## src/rtl/sc_reg_psr_stack.sv

```systemverilog
// Processor status register with masked per-flag writes and a LIFO of saved flag sets.
// State changes on the falling clock edge to line up with the rest of the datapath.
module sc_reg_psr_stack #(
    parameter int unsigned               DATAWIDTH_BUS    = 32,
    parameter int unsigned               NUM_FLAGS        = 4,
    parameter int unsigned               FLAG_LSB         = 20,
    parameter int unsigned               STACK_DEPTH      = 4,
    parameter int unsigned               PTR_WIDTH        = 2,
    parameter logic [DATAWIDTH_BUS-1:0]  DATA_REGGEN_INIT = '0
) (
    input  logic                     SC_RegPSRStack_CLOCK_50,
    input  logic                     SC_RegPSRStack_Reset_InHigh,
    input  logic                     SC_RegPSRStack_Write_InHigh,
    input  logic [NUM_FLAGS-1:0]     SC_RegPSRStack_WriteMask_InBUS,
    input  logic [NUM_FLAGS-1:0]     SC_RegPSRStack_Flags_InBUS,
    input  logic                     SC_RegPSRStack_Push_InHigh,
    input  logic                     SC_RegPSRStack_Pop_InHigh,
    input  logic                     SC_RegPSRStack_ClearErr_InHigh,
    output logic [NUM_FLAGS-1:0]     PSR_Flags_OutBUS,
    output logic [DATAWIDTH_BUS-1:0] PSR_Word_OutBUS,
    output logic [PTR_WIDTH:0]       PSR_Depth_OutBUS,
    output logic                     PSR_Full_OutHigh,
    output logic                     PSR_Empty_OutHigh,
    output logic                     PSR_StackOvfErr_OutHigh,
    output logic                     PSR_StackUnfErr_OutHigh
);

    localparam logic [PTR_WIDTH:0]   FULL_DEPTH = (PTR_WIDTH+1)'(STACK_DEPTH);
    localparam logic [NUM_FLAGS-1:0] INIT_FLAGS = DATA_REGGEN_INIT[FLAG_LSB +: NUM_FLAGS];

    logic [NUM_FLAGS-1:0] flags;
    logic [NUM_FLAGS-1:0] flags_next;
    logic [NUM_FLAGS-1:0] stack [STACK_DEPTH];
    logic [PTR_WIDTH:0]   depth;
    logic [PTR_WIDTH-1:0] push_idx;
    logic [PTR_WIDTH-1:0] top_idx;
    logic                 ovf_err;
    logic                 unf_err;
    logic                 do_push;
    logic                 do_pop;
    logic                 ovf_evt;
    logic                 unf_evt;

    assign PSR_Full_OutHigh  = (depth == FULL_DEPTH);
    assign PSR_Empty_OutHigh = (depth == '0);

    always_comb begin
        do_push  = 1'b0;
        do_pop   = 1'b0;
        ovf_evt  = 1'b0;
        unf_evt  = 1'b0;
        push_idx = depth[PTR_WIDTH-1:0];
        top_idx  = PTR_WIDTH'(depth - 1'b1);

        // Simultaneous push and pop cancel out: neither a stack move nor an error.
        if (SC_RegPSRStack_Push_InHigh && !SC_RegPSRStack_Pop_InHigh) begin
            do_push = !PSR_Full_OutHigh;
            ovf_evt = PSR_Full_OutHigh;
        end
        if (SC_RegPSRStack_Pop_InHigh && !SC_RegPSRStack_Push_InHigh) begin
            do_pop  = !PSR_Empty_OutHigh;
            unf_evt = PSR_Empty_OutHigh;
        end

        flags_next = flags;
        if (do_pop)
            flags_next = stack[top_idx];
        else if (SC_RegPSRStack_Write_InHigh)
            flags_next = (flags & ~SC_RegPSRStack_WriteMask_InBUS) |
                         (SC_RegPSRStack_Flags_InBUS & SC_RegPSRStack_WriteMask_InBUS);
    end

    always_ff @(negedge SC_RegPSRStack_CLOCK_50) begin
        if (SC_RegPSRStack_Reset_InHigh) begin
            flags   <= INIT_FLAGS;
            depth   <= '0;
            ovf_err <= 1'b0;
            unf_err <= 1'b0;
        end else begin
            flags <= flags_next;
            if (do_push)
                depth <= depth + 1'b1;
            else if (do_pop)
                depth <= depth - 1'b1;
            // A new error event beats a same-edge clear.
            if (ovf_evt)
                ovf_err <= 1'b1;
            else if (SC_RegPSRStack_ClearErr_InHigh)
                ovf_err <= 1'b0;
            if (unf_evt)
                unf_err <= 1'b1;
            else if (SC_RegPSRStack_ClearErr_InHigh)
                unf_err <= 1'b0;
        end
    end

    // Saved slot takes the pre-write flags; contents are not reset.
    always_ff @(negedge SC_RegPSRStack_CLOCK_50) begin
        if (!SC_RegPSRStack_Reset_InHigh && do_push)
            stack[push_idx] <= flags;
    end

    always_comb begin
        PSR_Word_OutBUS                        = '0;
        PSR_Word_OutBUS[FLAG_LSB +: NUM_FLAGS] = flags;
    end

    assign PSR_Flags_OutBUS        = flags;
    assign PSR_Depth_OutBUS        = depth;
    assign PSR_StackOvfErr_OutHigh = ovf_err;
    assign PSR_StackUnfErr_OutHigh = unf_err;

endmodule
```

## config.mk

```make
export PLATFORM = sky130hd
export DESIGN_NAME = sc_reg_psr_stack
export DESIGN_NICKNAME = d
export VERILOG_FILES = /design/src/rtl/sc_reg_psr_stack.sv
export SDC_FILE = /design/constraint.sdc
export NUM_CORES = 1
export LEC_CHECK = 0
export ABC_CLOCK_PERIOD_IN_PS = 5900
export CAP_MARGIN = 20
export CORE_UTILIZATION = 40
export CTS_CLUSTER_DIAMETER = 30
export DETAILED_ROUTE_END_ITERATION = 7
export PLACE_DENSITY = 0.85
export SLEW_MARGIN = 10
export SYNTH_ARGS = -nofsm -noshare
export SYNTH_HDL_FRONTEND = slang
export SYNTH_SLANG_ARGS = --single-unit
```

## constraint.sdc

```tcl
create_clock -name SC_RegPSRStack_CLOCK_50 -period 5.9 [get_ports SC_RegPSRStack_CLOCK_50]
set_clock_uncertainty 0.05 [all_clocks]
set_input_delay 0.885 -clock SC_RegPSRStack_CLOCK_50 [delete_from_list [all_inputs] [get_ports SC_RegPSRStack_CLOCK_50]]
set_output_delay 0.885 -clock SC_RegPSRStack_CLOCK_50 [all_outputs]
set_load 0.01 [all_outputs]
```

==> Yosys cells after proc, flatten, opt, wreduce, memory -nomap -nowiden <==
Memory sizes are Yosys's and may differ from the RTL's.
Index checks and enable logic that the tools add are counted.
{ "op_classes": {"n_addsub": 2, "eq_ne": 1, "n_mux": 13, "bitwise": 4, "reduce_logical": 13} }
{ "ops": {"columns": ["op", "count"], "rows": [
  ["1-bit two-way mux", 9],
  ["4-bit AND", 2],
  ["4-bit two-way mux", 2],
  ["2-bit nonzero test", 4],
  ["3-bit two-way mux", 2],
  ["1-bit zero test", 5],
  ["4-bit inverter", 1],
  ["4-bit bitwise OR", 1],
  ["3-bit by 1-bit adder with 3-bit output, second input constant", 1],
  ["3-bit equality test, second input constant", 1],
  ["1-bit logical AND", 3],
  ["3-bit zero test", 1],
  ["3-bit by 1-bit subtractor with 3-bit output, second input constant", 1]
]} }
{ "totals": {"reg_bits": 9, "mem_bits_rw": 16, "in_bits": 14, "out_inout_bits": 43, "elab_cells": 38, "n_memories": 1} }
{ "memory_table": {"columns": ["name", "words", "word_bits", "rd", "rd_ports_with_merged_regs", "write_ports", "line", "source"], "rows": [
  ["stack", 4, 4, 1, 0, 1, "33", "logic [NUM_FLAGS-1:0] stack [STACK_DEPTH];"]
]} }

==> Depth between registers and ports, before layout <==
Gate-level depths: netlist of the first run.
{ "depth": {"depth_word": 6, "ltp_mapped": 9} }

==> results of run 1 <==
-- stage by stage --
stage                     util, %  setup slack [ns]  instances  hold slack (ns)
after floorplan                 -             0.904        149            0.439
after global placement       47.8             0.349        189            0.406
after detailed placement     47.8             0.303        189            0.414
after CTS                    51.4             0.194        217            0.428
after global routing         51.4            0.0632        217            0.463
final                        51.4             0.217        217            0.424
-- final cells by class --
cell class,count,share of cell area [%]
flip-flops and latches,25,38.2
multi-input cells,83,33.3
repair buffers,30,17.1
clock inverters,26,5.93
well taps,46,3.33
clock buffers,3,1.30
inverters,4,0.868
-- critical path, delay by kind of cell (launching register included) --
family | cells | cell delay, ns
adder cells (fa/ha/maj) | 2 | 0.44
buffers and inverters | 2 | 0.69
flip-flops | 1 | 0.30
-- logic make-up after synthesis --
| group | Yosys count | share of synthesized area (%) |
|---|---|---|
| fa+ha+maj | 6 | 5.29 |
| flops | 25 | 46.5 |
| mux | 4 | 6.34 |
| other cells | 1 | 0.264 |
| compound gates | 10 | 7.49 |
| simple gates | 34 | 13.4 |
| xor+xnor | 1 | 0.617 |
| buf+inv | 41 | 20.1 |
-- power by group through the flow --
stage	combinational, uW	sequential, uW	clock, uW
floorplan	88.8	213	26.6
global route	133	210	170
global placement	118	211	26.6
CTS	122	209	148
detailed placement	121	212	26.6
finish	121	209	141
-- cell usage in the layout, fill, tap and decap left out --
master           synthesis  routed
inv_1                    5      29
conb_1                   1      28
clkdlybuf4s50_1          0      28
edfxtp_1                16      16
dfxtp_1                  9       9
nand2_1                  9       9
nor2_1                   6       6
ha_1                     6       6
nand3_1                  4       4
mux4_2                   4       4
a311oi_2                 4       4
and2_1                   4       4
a21oi_1                  3       3
clkbuf_4                 0       3
nor2_2                   2       2
nor2b_1                  2       2
buf_4                   33       2
nor3b_2                  1       1
nor2b_2                  1       1
a211oi_1                 1       1
and2_4                   1       1
and3_4                   1       1
a2111oi_2                1       1
or3b_1                   1       1
xnor2_1                  1       1
a221oi_1                 1       1
nand2b_1                 1       1
nand3b_1                 1       1
clkinv_4                 0       1
-- worst max-delay path by stage --
stage          depth (start not counted)           endpoint
6_report                               4  PSR_Empty_OutHigh
5_1_grt                                4  PSR_Empty_OutHigh
4_1_cts                                4  PSR_Empty_OutHigh
3_5_place_dp                           5        stack[2][1]
3_3_place_gp                           5        stack[2][1]
2_1_floorplan                          4  PSR_Empty_OutHigh
-- metal layers --
layer	part of all wire [%]	routed length, um	GRT usage, %
met1	41	990	15.9
met2	55	1340	24.6
met3	3.2	79	2.94
met4	1.1	26	5.08
met5	0	0	0
==> impl_results.md, run 1 <==
- Synth cell count leaders: 33 x buf_4, 16 x edfxtp_1, 9 x dfxtp_1, 9 x nand2_1
- Pins over their slew limit: 0
- Hold wc startpoint: PSR_StackUnfErr_OutHigh
- Synth area leaders: edfxtp_1 34%, buf_4 17%, dfxtp_1 13%
- Syn Inst Count: between 100 and 150
- CTS Buf Count: 3
- # hold bufs at CTS: 0
- DR DRC count: 0
- Worst-case clock buffer depth: 2
- Via count: approximately 900
- Status: completed
- Gr usage total: 13.7%
- Worst Hold End: PSR_StackUnfErr_OutHigh
- Reg area: about 660 sq um
- Final Hold Viols: 0
- N_diodes: 0
- Io pins: 57
- Internal power: around 300 uW
- Sequential area share after synthesis: 46.5%
- Drt pass-1 iters: 4
- Vias in the first global route: 888
- Max-cap viol count: 0
- Hold crit path type: flip-flop to flip-flop
- Sw frac: 34.5%
- Post-synth EDFFs: 16
- Effective utilization at floorplan: 42.2%
- Net load switching power: approximately 160 uW
- Area of the multi-input gates: 576 sq um
- Die area: 3790 sq um
- Drt via density: 4.25
- Combinational Power Share: 25.8%
- Clock Tree Root: clkbuf_4
- Post-route ant nets: 0
- RSZ-0062 raised after global routing: false
- Largest net degree at the start of global routing: 16
- Hold path depth: 2
- Setup violators final: 0
- Initial DRC Count: 21
- Synth top area share: 33.8%
- Cell taking the most area after synthesis: edfxtp_1
- Slowest stage delay, CP: 0.56 ns
- Fraction of layout instances using a drive strength above 1: around an eighth
- Synth Flop Type: edfxtp_1
- Placer Congestion: 0.842
- Ys async rst share: 0%
- Detailed Place HPWL: between 1500 and 2000 um
- Synthesized cell area: 1420 sq um
- DR WL/cell: ~11 um
- TritonCTS Sinks: 25
- Die Ht: a little over 60 um
- Die X: 61.6 um
- Setup TNS: 0 ns
- Cell mode on critical path: ha_1
- Initial antenna violation count: 0
- CP cell instances: inv_1 > ha_1 > ha_1 > clkdlybuf4s50_1
- Flop pwr share: 44.3%
- Warnings, synthesis: 0
- Nets: 192
- Worst-path maximum fanout: 4
- Port Buffers: 28
- # H-tree levels: 1
- Post-route cell area: 1730 sq um
- Reg-to-Reg Start: PSR_Depth_OutBUS[1]
- Flops & latches, synth: 25
- Placed Area: about 1600 sq um
- Pwr dens: 273 nW/um^2
- WL final: 2440 um
- Count leader, synth: buf_4
- Clock Latency Late Sink: roughly 0.38 ns
- Worst Path Required: 4.97 ns
- R2r setup slk: 3.85 ns
- Clock network power share: ~30%
- Worst Setup Start Kind: flip-flop
- CP Class: flip-flop to primary output
- Clk pin slew, worst setup/hold paths: 0.05 ns
- First-pass GRT wire length: roughly 3700 um
- Total power: 471 uW
- Reg2Reg Depth: 6
- Post-CTS setup buffer count: 0
- Worst Path Arrival: around 4.8 ns
- Yosys cell types: 29
- # rows: 21
- Grt total ovfl: 0
- Area growth syn-to-layout: 21.8%
- Max VDD drop: approximately 0.16 mV
- Leak Pwr: 0.000746 uW
- Core Footprint: ~3400 sq um
- Worst path slowest cell: clkdlybuf4s50_1
- Filler instances: around 320
- Syn Area/Cell: 11.6 sq um
- CTS resizes: 0
- Worst Setup SP: PSR_Depth_OutBUS[0]
- Critical Path End Type: primary output
- CTS tree: yes
Note: power is estimated with default switching activity, not from simulation.
==> run 2: changes to the inputs <==
--- a/config.mk
+++ b/config.mk
@@ -6,7 +6,7 @@
 export NUM_CORES = 1
 export LEC_CHECK = 0
 export ABC_CLOCK_PERIOD_IN_PS = 5900
-export CAP_MARGIN = 20
+export CAP_MARGIN = 0
 export CORE_UTILIZATION = 40
 export CTS_CLUSTER_DIAMETER = 30
 export DETAILED_ROUTE_END_ITERATION = 7
==> results of run 2 <==
Final layout, timing and power as in run 1 (identical DEF).
